===== src/rtl/note2cnt.sv =====
`default_nettype none
// ============================================================================
//  Module   : note2cnt
//  Purpose  : Converts a MIDI note number into the half-period count used by a
//             downstream square-wave generator running on a 1 MHz tick. The
//             note is split into octave (shift) and semitone (note index). The
//             semitone selects a lowest-octave count, which is then
//             right-shifted by the octave. The result is registered, so there
//             is exactly one clock of latency.
//  Ports    : clk_i            - system clock
//             nrst_i           - asynchronous active-low reset
//             note_i[7:0]      - MIDI note; bit 7 set means silence
//             halfCntPeriod_o  - half-period count in 1 MHz ticks; 0 = silence
//  Revision : 1.0 - initial release
// ============================================================================
module note2cnt #(
    parameter int BW = 16
) (
    input  logic          clk_i,
    input  logic          nrst_i,
    input  logic [7:0]    note_i,
    output logic [BW-1:0] halfCntPeriod_o
);

    logic [6:0]    w_note;
    logic [3:0]    w_shift;
    logic [6:0]    w_octave_base;
    logic [3:0]    w_note_index;
    logic [15:0]   w_base_cnt;
    logic [15:0]   w_shifted;
    logic [BW-1:0] w_result;
    logic [BW-1:0] r_half_cnt;

    assign w_note = note_i[6:0];

    // Divide by 12 using a threshold compare chain. The octave is the number
    // of multiples of 12 that do not exceed the note.
    always_comb begin
        w_shift = 4'd0;
        for (int k = 1; k <= 10; k++) begin
            if (w_note >= 7'(12 * k)) begin
                w_shift = 4'(k);
            end
        end
    end

    // 12 * shift is at most 120, so it fits in 7 bits.
    assign w_octave_base = {3'b000, w_shift} * 7'd12;
    assign w_note_index  = 4'(w_note - w_octave_base);

    // Lowest-octave half-period counts, round(500000 / f) for MIDI notes 0..11.
    always_comb begin
        case (w_note_index)
            4'd0:    w_base_cnt = 16'd61156;
            4'd1:    w_base_cnt = 16'd57724;
            4'd2:    w_base_cnt = 16'd54484;
            4'd3:    w_base_cnt = 16'd51426;
            4'd4:    w_base_cnt = 16'd48540;
            4'd5:    w_base_cnt = 16'd45815;
            4'd6:    w_base_cnt = 16'd43244;
            4'd7:    w_base_cnt = 16'd40817;
            4'd8:    w_base_cnt = 16'd38526;
            4'd9:    w_base_cnt = 16'd36364;
            4'd10:   w_base_cnt = 16'd34323;
            4'd11:   w_base_cnt = 16'd32396;
            default: w_base_cnt = 16'd0;
        endcase
    end

    // Each octave up halves the period. The logical shift truncates.
    assign w_shifted = w_base_cnt >> w_shift;

    // Zero-extend the 16-bit table result to the output width.
    always_comb begin
        w_result        = '0;
        w_result[15:0]  = w_shifted;
    end

    always_ff @(posedge clk_i or negedge nrst_i) begin
        if (!nrst_i) begin
            r_half_cnt <= '0;
        end else if (note_i[7]) begin
            r_half_cnt <= '0;
        end else begin
            r_half_cnt <= w_result;
        end
    end

    assign halfCntPeriod_o = r_half_cnt;

endmodule
`default_nettype wire


===== config.mk =====
export PLATFORM = sky130hd
export DESIGN_NAME = note2cnt
export DESIGN_NICKNAME = d
export VERILOG_FILES = /design/src/rtl/note2cnt.sv
export SDC_FILE = /design/constraint.sdc
export NUM_CORES = 1
export LEC_CHECK = 0
export ABC_CLOCK_PERIOD_IN_PS = 800
export BUFFER_PORTS_ARGS = -buffer_cell sky130_fd_sc_hd__buf_4
export CAP_MARGIN = 20
export CORE_MARGIN = 2
export CORE_UTILIZATION = 50
export CTS_CLUSTER_DIAMETER = 120
export CTS_CLUSTER_SIZE = 20
export DETAILED_ROUTE_END_ITERATION = 8
export PLACE_DENSITY = 0.77
export SKIP_CTS_REPAIR_TIMING = 1
export SYNTH_ARGS = -nofsm -noshare
export SYNTH_HDL_FRONTEND = slang
export SYNTH_SLANG_ARGS = --single-unit
export TNS_END_PERCENT = 30

===== constraint.sdc =====
create_clock -name clk_i -period 0.8 [get_ports clk_i]
set_clock_uncertainty 0.05 [all_clocks]
set_input_delay 0.16 -clock clk_i [delete_from_list [all_inputs] [get_ports clk_i]]
set_output_delay 0.16 -clock clk_i [all_outputs]
set_load 0.01 [all_outputs]

; ---- After elaboration in Yosys (flattened, before gate mapping)
; Memories as Yosys holds them, arrays and structs flattened.
; Cells that the tools add are included.
; W data, S select, Z words.
[op_classes]
add_sub_neg = 1
mul = 1
n_lt_le_gt_ge = 10
n_shift = 1
mux = 11
[op_table]
columns = op, count
row1 = $ge A7 B7 Y1 const B, 5
row2 = $mux W4, 8
row3 = $ge A7 B6 Y1 const B, 3
row4 = $mux W16, 1
row5 = $shr A16 B4 Y16, 1
row6 = $ge A7 B4 Y1 const B, 1
row7 = $ge A7 B5 Y1 const B, 1
row8 = $mul A4 B2 Y2 const B, 1
row9 = $sub A4 B4 Y4, 1
row10 = $mux W2, 1
row11 = $mux W1, 1
[totals]
reg_bits = 16
romBits = 256
input_bits = 10
elab_cells = 26
mem_count = 1
[memory_table]
columns = name, words, width, read_ports, rd_ports_with_merged_regs, write_ports, line
row1 = (name not given), 16, 16, 1, 0, 0, 53  ; case (w_note_index)

; ---- Longest topological paths before layout
; An unclocked memory read counts as a cell.
[logic_depth]
depth_word = 16
ltp_mapped = 17
ltp_nobuf = 14

; ---- Worst setup path before layout
; Ideal clock, no wire load.
[synth_timing]
path_type = input -> register
startpoint = in note_i[3]
endpoint = reg r_half_cnt[4], in the netlist halfCntPeriod_o[4]
setup_time_ns = 0.080
arrival_time_ns = 3.635
required_time_ns = 0.670
setup_slack_ns = -2.966
cell_stages = 16
n_path_buf = 2
path_cell_list = buf_2 nor2b_1 a22o_1 o21a_1 nor2_1 inv_2 clkbuf_1 ha_1 inv_1 nand2_1 a2111o_1 nand4_4 mux2_2 o2111a_1 or4b_1 nor3_2
[synth_via]
elab_chain_cells = 16
elab_cells_between_ends = 25
[synth_rtl]
columns = element, line
row1 = "start, declared", 21  ; input logic [7:0] note_i,
row2 = $ge A7 B4 Y1, 41  ; if (w_note >= 7'(12 * k)) begin
row3 = $mux W1, 41
row4 = $mux W2, 41
row5 = $mux W4 (8 in a row), 41
row6 = $mul A4 B2 Y2, 48  ; assign w_octave_base = {3'b000, w_shift} * 7'd12;
row7 = $sub A4 B4 Y4, 49  ; assign w_note_index = 4'(w_note - w_octave_base);
row8 = $mem_v2 Z16 W16, n/a
row9 = $shr A16 B4 Y16 (*), 71  ; assign w_shifted = w_base_cnt >> w_shift;
row10 = $mux W16 (*), 82  ; end else if (note_i[7]) begin
row11 = "end signal, assigned", 85  ; r_half_cnt <= w_result;
row12 = "end, declared", 32  ; logic [BW-1:0] r_half_cnt;
; Every way passes the cells marked *; elsewhere a longest branch is shown, timed or not.

; ---- Worst setup path after layout
[layout_timing]
startpoint = in note_i[2]
endpoint = reg r_half_cnt[4], in the netlist halfCntPeriod_o[4]
; Same word-level chain as after synthesis.

==> reports/metrics.cfg <==
[detailed_routing]
finalWirelength_um = 10800
via_per_inst = 7.36
met3_wirelength_um = 1420
wl_met1_um = 3710
drc = 0
routed.top_layer = met4
post_drt_wl_per_cell_um = 23.1
vias = 3438
firstDrtPassIters = 8
drtIter0Drc = 986
final_antenna_net_count = 0
routed-wl-met2_um = 4720

[clock_network]
clk_pin_slew_ps = 70
h-tree-depth = 1
cts-root-buf = clkbuf_8
clockBufferDepth = 2
cts.sinks = 16
cts_tree = done
numCtsBuffers = 3

[yosys]
synth_cell_types = 64
async_flop_share_pct = 100
synth_flop_cell = dfrtp_1
syn-num-nets = 316
synth_area_um2 = 2250
synthCells = 296
ys_seq_elements = 16
ys_seq_area_share_pct = 17.8
yosys.area.top_type = dfrtp_1
yosys-top-cells-area = dfrtp_1, mux2i_1, ha_1, a21oi_1, o21ai_0
yosys_warnings = 0
syn_area_per_cell_um2 = 7.60
synth-edff-count = 0
synth_top_area_share_pct = 17.8

[die]
die_w_um = 71.1
ios = 26
core-area_um2 = 4350
start_util_pct = 51.7
die-area_um2 = 5050
row_count = 24
chipHeight_um = 71.1

[grt]
antenna_found_initial = 0
gr-total-overflow = 0
grt_max_degree = 21
first_global_vias = 2951
grt_use_total_pct = 34.5
grt_pass1_wl_um = 14200

[power]
combPwrFrac_pct = 69.5
total_leakage_power_nw = 1.63
cell_internal_pwr_mw = 3.10
p_switching_mw = 2.45
ir_drop_mv = 1.04
clockPowerShare_pct = 13.1
switching_share_pct = 44.2
total_power_mw = 5.55
seqPwrFrac_pct = 17.4
power_density_nw_per_um2 = 1510

[final_layout]
largest_register_ffs = 16
layout-drive-gt1-share_pct = 47.7
diodes = 0
final_nets = 436
final_common_cell = buf_4
area_growth_pct = 63.5
final_cell_mix = buf_4, nand2_1, buf_6
post-route-util_pct = 84.5
nFillCells = 237

[critical_path]
cpMostUsedCell = buf_4
critPathLaunchType = input port
critPathKind = in2reg
crit_buf_inv = 7
cpMaxStageDelayCell = or4b_4
critPathTopFamily = simple AND/OR/NAND/NOR gates
path_cells = buf_4, buf_4, inv_1, a211oi_4, o21a_1, nor2_2, inv_2, ha_4, buf_4, nor2_2, nand4_1, buf_4, and4_4, buf_6, mux2i_4, o211ai_1, or4b_4, nor3_2
cp.arrival_ps = 3490
end_kind = flip-flop
crit_fanout = 9
slowest_delay_ps = 490
worstPathRequired_ps = 930

[placed_design]
portBuffers = 25
post-dp-hpwl_um = 6870
routabilityCongestion = 1.01

[timing]
setup_violations = 32
final-hold-violation-count = 0
slew_violations = 0
relSlewSlack_pct = 58.8
fin_ws_ps = -2570
clock.fmax_ghz = 0.297
fin_crit_sh_pct = 421
rsz0062_at_grt = true
worst_pin_slew_ps = 612
period_minus_slack_ps = 3370

[flow_run]
maxCapViolations = 0

[hold_path]
hold_class = in2reg

[run_status]
outcome = finished with violations
violations = negative setup slack

## Yosys cell counts, drive strengths merged, types with 3 or more instances
cell / count
a21o: 3
and4: 3
a31oi: 9
nand3: 9
a2111oi: 5
nand4: 3
o221ai: 4
mux2: 4
a311oi: 5
o22ai: 5
nor3b: 3
a41oi: 5
a211oi: 9
and2: 4
nor3: 11
buf: 9
a22oi: 4
o21ai: 18
ha: 10
a21oi: 18
nor2: 22
dfrtp: 16
mux2i: 13
inv: 16
o211ai: 7
nor4: 4
nand2: 22
nor2b: 3
clkbuf: 13
nand2b: 3
o311ai: 4
## layer usage
metal | GRT usage (%) | vias to the layer above
met3 | 4.99 | 143
met2 | 56.9 | 344
li1 | - | 1398
met5 | 0 | -
met4 | 11.5 | 0
met1 | 46.3 | 1553
## cell type report
type                    instances  area [um^2]  share of cell area, %
multi-input cells             242         1980                   53.8
repair buffers                137         1120                   30.4
clock buffers                   4         55.1                   1.50
inverters                      16         62.6                   1.70
flip-flops and latches         16          400                   10.9
well taps                      52         65.1                   1.77
## path summary, 6_finish.rpt
| check | start | end | slack, ps | cells after the start |
|---|---|---|---|---|
| worst max-delay path | note_i[2] | halfCntPeriod_o[4] | -2570 | 18 |
| worst min-delay path | note_i[7] | halfCntPeriod_o[12] | 70 | 2 |
| max in group asynchronous | nrst_i | halfCntPeriod_o[13] | 230 | 2 |
| min in group asynchronous | nrst_i | halfCntPeriod_o[4] | 280 | 2 |
## cell families after synthesis
group           Yosys count  synth area share [%]
compound gates          117                  37.6
xor+xnor                  2                 0.779
fa+ha+maj                11                  6.01
buf+inv                  38                  7.01
flops                    16                  17.8
mux                      17                  7.79
simple gates             95                  23.0
## power groups by stage
stage          Sequential, mW  Clock [mW]  Combinational, mW
2_1_floorplan            1.01           0               1.60
3_3_place_gp            0.951           0               2.98
3_5_place_dp            0.957           0               3.05
4_1_cts                 0.944       0.724               3.08
5_1_grt                 0.970       0.755               4.04
6_report                0.969       0.728               3.86
## per-stage QoR
| stage | setup slack [ps] | area [um^2] | setup TNS, ps | instances | hold WS, ps |
|---|---|---|---|---|---|
| 2_1_floorplan | -2660 | 2310 | -37470 | 296 | -186 |
| 3_5_place_dp | -2770 | 3220 | -42300 | 456 | -21.9 |
| 3_3_place_gp | -2720 | 3220 | -40570 | 456 | -29.4 |
| 6_report | -2570 | 3680 | -40450 | 467 | 74.7 |
| 4_1_cts | -2530 | 3280 | -41160 | 460 | -289 |
| 5_1_grt | -2590 | 3680 | -41720 | 467 | 70.1 |
No activity file was read; power rests on OpenSTA's default activity.
